`config.mk`:
```
export PLATFORM = sky130hd
export DESIGN_NAME = cnn_frame_sequencer
export DESIGN_NICKNAME = d
export VERILOG_FILES = /design/src/rtl/cnn_frame_sequencer.sv
export SDC_FILE = /design/constraint.sdc
export NUM_CORES = 1
export LEC_CHECK = 0
export CAP_MARGIN = 20
export CORE_UTILIZATION = 40
export CTS_CLUSTER_DIAMETER = 120
export DETAILED_ROUTE_END_ITERATION = 6
export GPL_ROUTABILITY_DRIVEN = 0
export GPL_TIMING_DRIVEN = 0
export PLACE_DENSITY = 0.68
export SLEW_MARGIN = 20
export SYNTH_ARGS = -nofsm -noshare
export SYNTH_HDL_FRONTEND = slang
export SYNTH_SLANG_ARGS = --single-unit
export TNS_END_PERCENT = 5
```
`constraint.sdc`:
```
create_clock -name clk -period 2.9 [get_ports clk]
set_input_delay 0.725 -clock clk [delete_from_list [all_inputs] [get_ports clk]]
set_output_delay 0.725 -clock clk [all_outputs]
set_load 0.02 [all_outputs]
```
`src/rtl/cnn_frame_sequencer.sv`:
```
// Frame sequencer for cnn_top: walks a 28x28 image one pixel per cycle and counts pooled beats until the frame is done.
// Latency: first read 1 cycle after i_start, pixel 1 cycle after its read, o_done 1 cycle after the last pool beat.
// Backpressure: i_hold stalls new reads; one in-flight pixel may still arrive. Optional watchdog: CNN_SEQ_TIMEOUT_EN.
module cnn_frame_sequencer #(
  parameter int I_F_BW  = 8,
  parameter int IX      = 28,
  parameter int IY      = 28,
  parameter int KX      = 5,
  parameter int KY      = 5,
  parameter int TIMEOUT = 4096,
  localparam int NPIX   = IX * IY,
  localparam int NPOOL  = ((IX - KX + 1) / 2) * ((IY - KY + 1) / 2),
  localparam int AW     = $clog2(NPIX),
  localparam int PW     = $clog2(NPOOL + 1)
) (
  input  logic              clk,
  input  logic              reset_n,
  input  logic              i_start,
  input  logic              i_hold,
  output logic              o_rd_en,
  output logic [AW-1:0]     o_rd_addr,
  input  logic [I_F_BW-1:0] i_rd_data,
  output logic              o_pixel_valid,
  output logic [I_F_BW-1:0] o_pixel,
  input  logic              i_pool_valid,
  output logic              o_busy,
  output logic              o_done,
  output logic              o_err
);

  typedef enum logic [1:0] {IDLE, FEED, DRAIN} state_t;

  state_t          state_q, state_d;
  logic [AW-1:0]   addr_q, addr_d;
  logic [PW-1:0]   pool_q, pool_d;
  logic            done_q, done_d;
  logic            pv_q;

`ifdef CNN_SEQ_TIMEOUT_EN
  localparam int WW = $clog2(TIMEOUT + 1);
  logic [WW-1:0]   wd_q, wd_d;
  logic            err_q, err_d;
`endif

  always_comb begin
    state_d = state_q;
    addr_d  = addr_q;
    pool_d  = pool_q;
    done_d  = 1'b0;
    o_rd_en = 1'b0;
`ifdef CNN_SEQ_TIMEOUT_EN
    wd_d    = wd_q;
    err_d   = 1'b0;
`endif
    case (state_q)
      IDLE: begin
        if (i_start) begin
          state_d = FEED;
          addr_d  = '0;
          pool_d  = '0;
        end
      end
      FEED: begin
        if (!i_hold) begin
          o_rd_en = 1'b1;
          addr_d  = addr_q + AW'(1);
          if (addr_q == AW'(NPIX - 1)) begin
            state_d = DRAIN;
`ifdef CNN_SEQ_TIMEOUT_EN
            wd_d    = '0;
`endif
          end
        end
        // Early pool beats still count; saturate so a surplus cannot wrap.
        if (i_pool_valid && pool_q != PW'(NPOOL))
          pool_d = pool_q + PW'(1);
      end
      DRAIN: begin
        if (i_pool_valid && pool_q != PW'(NPOOL))
          pool_d = pool_q + PW'(1);
`ifdef CNN_SEQ_TIMEOUT_EN
        wd_d = i_pool_valid ? '0 : wd_q + WW'(1);
`endif
        if (pool_d == PW'(NPOOL)) begin
          state_d = IDLE;
          done_d  = 1'b1;
        end
`ifdef CNN_SEQ_TIMEOUT_EN
        else if (wd_d == WW'(TIMEOUT)) begin
          state_d = IDLE;
          err_d   = 1'b1;
        end
`endif
      end
      default: state_d = IDLE;
    endcase
  end

  always_ff @(posedge clk or negedge reset_n) begin
    if (!reset_n) begin
      state_q <= IDLE;
      addr_q  <= '0;
      pool_q  <= '0;
      done_q  <= 1'b0;
      pv_q    <= 1'b0;
    end else begin
      state_q <= state_d;
      addr_q  <= addr_d;
      pool_q  <= pool_d;
      done_q  <= done_d;
      pv_q    <= o_rd_en;
    end
  end

`ifdef CNN_SEQ_TIMEOUT_EN
  always_ff @(posedge clk or negedge reset_n) begin
    if (!reset_n) begin
      wd_q  <= '0;
      err_q <= 1'b0;
    end else begin
      wd_q  <= wd_d;
      err_q <= err_d;
    end
  end
  assign o_err = err_q;
`else
  assign o_err = 1'b0;
`endif

  assign o_rd_addr     = addr_q;
  assign o_pixel_valid = pv_q;
  assign o_pixel       = i_rd_data;
  assign o_busy        = (state_q != IDLE);
  assign o_done        = done_q;

endmodule

```
Word-level counts from Yosys, hierarchy flattened:

Index checks and enable logic that the tools add are counted.

* logic and storage cells: 40
* bits in registers: 22
* output and inout port bits: 23
* bits of input ports: 13

* mux-type cells: 16
* reduce and logical (&&, ||, !) cells: 8
* add/subtract/negate cells: 2
* equal/unequal tests: 9

Operator list (count)
* 2-to-1 mux 8 bit: 3
* one-hot mux 8 bit (3 select lines): 1
* 2-to-1 mux 10 bit: 2
* one-hot mux 10 bit (2 select lines): 1
* adder 10 x 1 -> 10 bit, second input constant: 1
* equality test 10 bit, second input constant: 1
* adder 8 x 1 -> 8 bit, second input constant: 1
* equality test 8 bit, second input constant: 1
* 2-to-1 mux 2 bit: 4
* != test 2 bit, second input constant: 4
* != test 8 bit, second input constant: 1
* one-hot mux 2 bit (3 select lines): 1
* 2-to-1 mux 1 bit: 4
* AND reduction 4 bit: 1
* nonzero test 2 bit: 2
* AND reduction 3 bit: 1
* nonzero test 3 bit: 1
* equality test 2 x 1 -> 1 bit, second input constant: 1
* equality test 2 bit, second input constant: 1
* logical NOT 2 bit: 1
* AND reduction 2 bit: 1
* logical AND 1 bit: 1

Logic depth before layout (Yosys ltp):

* depth in word-level cells: 7
* mapped depth: 9
* gate-level depth less buffers: 7

Least setup slack after synthesis:

OpenSTA, ideal clock, no wires.

* path kind: register to register
* start: register pool_q[0]
* end: register state_q[0]
* data required time: 2.831 ns
* stages on the path, launching flop included: 9
* data arrival time: 2.123 ns
* setup slack: 0.708 ns
* cells stage by stage: dfrtp_1 clkbuf_1 inv_1 ha_1 or4b_4 o21ai_4 mux2i_1 or4b_1 nand3_1

* cells in the longest elaborated chain, start to end: 7
* elaborated cells on any way between the ends: 8
* classes of those cells: 1 x add/sub; 3 x eq/ne; 2 x mux; 2 x reduce/logical

RTL lines
* start: declaration: line 35 `logic [PW-1:0] pool_q, pool_d;`
* start signal: assignment: line 109 `pool_q <= pool_d;`
* branches (longest 2 deep; another with adder 8 x 1 -> 8 bit)
* 2-to-1 mux 8 bit (*)
* 2-to-1 mux 8 bit (*): line 55 `case (state_q)`
* equality test 8 bit (*): line 84 `if (pool_d == PW'(NPOOL)) begin`
* != test 2 bit (no source line) (*)
* AND reduction 4 bit (no source line) (*)
* end signal: assignment: line 107 `state_q <= state_d;`
* end: declaration: line 33 `state_t state_q, state_d;`

Mark *: on every way between the ends. The select of a mux whose other input is x is not followed.
A chain may end at the register's enable or synchronous reset.

Worst setup path in the final report:

* start: register state_q[0]
* end: output o_busy

* cells in the longest elaborated chain, start to end: 1

RTL lines
* nonzero test 2 bit: line 133 `assign o_busy = (state_q != IDLE);`
* end: declaration: line 26 `output logic o_busy,`

No other way between the ends.

==> impl_metrics.py <==
metrics = {
    "timing": {
        "tns_ps": 0,
        "slew_viol_final": 0,
        "max_freq_mhz": 361,
        "layout_setup_ws_ps": 128,
        "setup_viol": 0,
        "holdWs_ps": 410,
        "post-route-min-period_ps": 2770,
        "hold_violations": 0,
        "period_share_pct": 95.6,
        "rsz0062_at_grt": "false",
        "clock_skew_ps": 4.15,
    },
    "global_route": {
        "grt_start_max_net_pins": 23,
        "grt-ovfl-total": 0,
        "antenna_found_initial": 0,
        "grt_use_total_pct": 17.6,
        "grt_pass1_wl_um": 5780,
        "grt_pass1_vias": 1252,
    },
    "clocking": {
        "post_cts_buffers": 0,
        "root_buffer": "clkbuf_8",
        "ctsResizeCount": 0,
        "clk_pin_slew_worst_paths_ps": 80,
        "clk_latency_ps": 270,
        "clockBufferDepth": 2,
        "htreeDepth": 1,
        "cts_tree": "built",
        "cts.sinks": 22,
        "hold_buffers": 0,
        "cts_buffers": 3,
    },
    "layout": {
        "n_fill_cell": 368,
        "final_nets": 244,
        "diodes": 0,
        "drive_gt1_share_pct": 8.93,
        "areaGrowthSynthToFinish_pct": 23.5,
        "final_core_util_pct": 52.9,
        "stdcell_area_um2": 1980,
        "fin_cells": 272,
    },
    "synthesis": {
        "synth_compound_area_share_pct": 17.5,
        "yosys.area_share.simple_pct": 26.1,
        "synth_cell_types": 43,
        "synthCells": 195,
        "ys.flop_type": "dfrtp_1",
        "netlist_top_cells_area": "dfrtp_1 34%, a21oi_1 5.0%, xor2_1 4.9%",
        "synth.most_common_cell": "dfrtp_1",
        "syn_area_um2": 1610,
        "synthAdderAreaFrac_pct": 4.68,
        "ys_top_cells_by_count": "22 x dfrtp_1, 19 x nand2_1, 16 x a21oi_1, 15 x nor3_1, 13 x o21ai_0",
        "yosysWarnings": 0,
        "synth.area.mux_share_pct": 1.25,
        "synth_fp_nets": 214,
        "synth_edf_count": 0,
        "yosys.area_share.xor_xnor_pct": 6.00,
        "synth_top_family_by_area": "simple AND/OR/NAND/NOR gates",
        "ys_ff_latch": 22,
        "synth_area_per_cell_um2": 8.23,
        "yosys.area.top_type": "dfrtp_1",
        "async_reset_ff_share_pct": 100,
        "yosysSeqAreaShare_pct": 34.3,
        "synth_top_area_share_pct": 34.3,
    },
    "run_status": {
        "status": "complete, no violations",
    },
    "die": {
        "dieWidth_um": 65.4,
        "die-area_um2": 4270,
        "core_area_um2": 3740,
        "die_h_um": 65.4,
        "start_util_pct": 42.9,
        "ios": 36,
        "fp-row-count": 22,
    },
    "detailed_routing": {
        "drtIter0Drc": 69,
        "first_pass_iters": 4,
        "wl_per_cell_um": 12.8,
        "vias_per_cell": 5.29,
        "antenna_left": 0,
        "vias": 1439,
        "drc": 0,
        "wl_um": 3470,
    },
    "setup_path": {
        "required_ps": 2170,
        "crit_top_cell": "inv_1",
        "critPathSlowestCell": "clkdlybuf4s50_1",
        "cp_max_fo": 10,
        "cp-end-kind": "output port",
        "slowest_delay_ps": 570,
        "worstPathArrival_ps": 2050,
        "critical_path.top_delay_family": "buffers and inverters",
        "crit_path_cell_trace": "inv_1, ha_1, clkbuf_1, inv_1, clkdlybuf4s50_1",
        "critPathBufInv": 4,
        "crit_type": "flip-flop to output port",
        "worstSetupStartpointType": "flip-flop",
    },
    "placed_design": {
        "dp_slack_ps": 85.4,
        "place_inst": 268,
        "hpwl_um": 2560,
        "placed_cell_area_um2": 1920,
        "portBuffers": 25,
    },
    "worst_hold_path": {
        "hold_path_class": "input pin to async pin",
    },
    "pwr": {
        "irDropWorstVdd_mv": 0.401,
        "power_density_nw_per_um2": 788,
        "total_power_mw": 1.56,
        "total_leakage_power_nw": 0.859,
    },
    "flow_run": {
        "drv_cap": 0,
    },
}
worst paths after layout:
path	start	endpoint	slack (ps)	depth (start not counted)
min in group clk	o_rd_addr[1]$_DFFE_PN0P_	o_rd_addr[1]$_DFFE_PN0P_	580	2
hold / removal	reset_n	o_rd_addr[6]$_DFFE_PN0P_	410	1
hold reg to reg	o_rd_addr[1]$_DFFE_PN0P_	o_rd_addr[1]$_DFFE_PN0P_	580	2
setup / recovery	state_q[0]$_DFFE_PN0P_	o_busy	130	5
max in group asynchronous	reset_n	pool_q[5]$_DFFE_PN0P_	2150	1
setup reg to reg	pool_q[0]$_DFFE_PN0P_	state_q[1]$_DFFE_PN0P_	450	8
cells by family after synthesis:
| group | Yosys count |
|---|---|
| and+or+nand+nor | 77 |
| AOI/OAI and AO/OA | 45 |
| buffers and inverters | 31 |
| DFF | 22 |
| xor gates and xnor gates | 11 |
| adders and majority gates | 6 |
| muxes | 2 |
| other | 1 |
sequential cells by signal, summed over array words and instances (netlist names):
register / cells
o_rd_addr: 10
pool_q: 8
state_q: 2
o_done: 1
o_pixel_valid: 1
worst reg2reg max path: stages (launching register included):
cell and delay, ps:
dfrtp_1 400, clkbuf_1 180, inv_1 120, ha_1 140, or4b_4 470, o21ai_4 250, mux2i_1 210, or4b_1 540
nand3_1 80
per-layer routing:
metal,vias up,track usage [%],share of wire [%]
met4,0,6.52,1.3
met3,5,3.30,4.5
met5,-,0,0
met2,38,27.1,44
met1,661,24.3,50
li1,735,-,-
power breakdown:
group / internal [mW] / total (mW) / switching [mW] / leakage (nW)
registers: 0.368 / 0.428 / 0.0601 / 0.298
logic: 0.327 / 0.843 / 0.516 / 0.525
clock network: 0.185 / 0.290 / 0.106 / 0.0357
total: 0.879 / 1.56 / 0.681 / 0.859
cells in the final DEF (no fill, tap or decap), types with 2 or more instances in the layout:
cell type        Yosys  routed
clkdlybuf4s50_1      0      24
ha_1                 6       6
o21ai_0             13      13
clkbuf_8             0       3
a21oi_1             16      16
dfrtp_1             22      22
and4_1               3       3
xnor2_1              2       2
nor4b_1              3       3
nor3_1              15      15
and3_1               4       4
or4b_1               2       2
buf_4                9       9
nand2_1             19      19
nand4_1              5       5
a221oi_1             2       2
a21o_1               3       3
inv_1                8       8
nand3_1              3       3
mux2i_1              2       2
buf_2                1       2
nor2_1              11      11
nor4_1               2       2
and2_1               4       4
clkbuf_1            12      12
xor2_1               9       9
layout make-up:
class	instances	area, µm²	share of cell area, %
clock buffer	3	41.3	2.08
multi-input combinational	142	896	45.2
clock inverter	1	30.0	1.52
inverter	8	30.0	1.52
sequential	22	551	27.8
timing repair buffer	25	245	12.4
buffer	23	129	6.50
tap	48	60.1	3.03
Note: power is estimated with default switching activity, not from simulation.
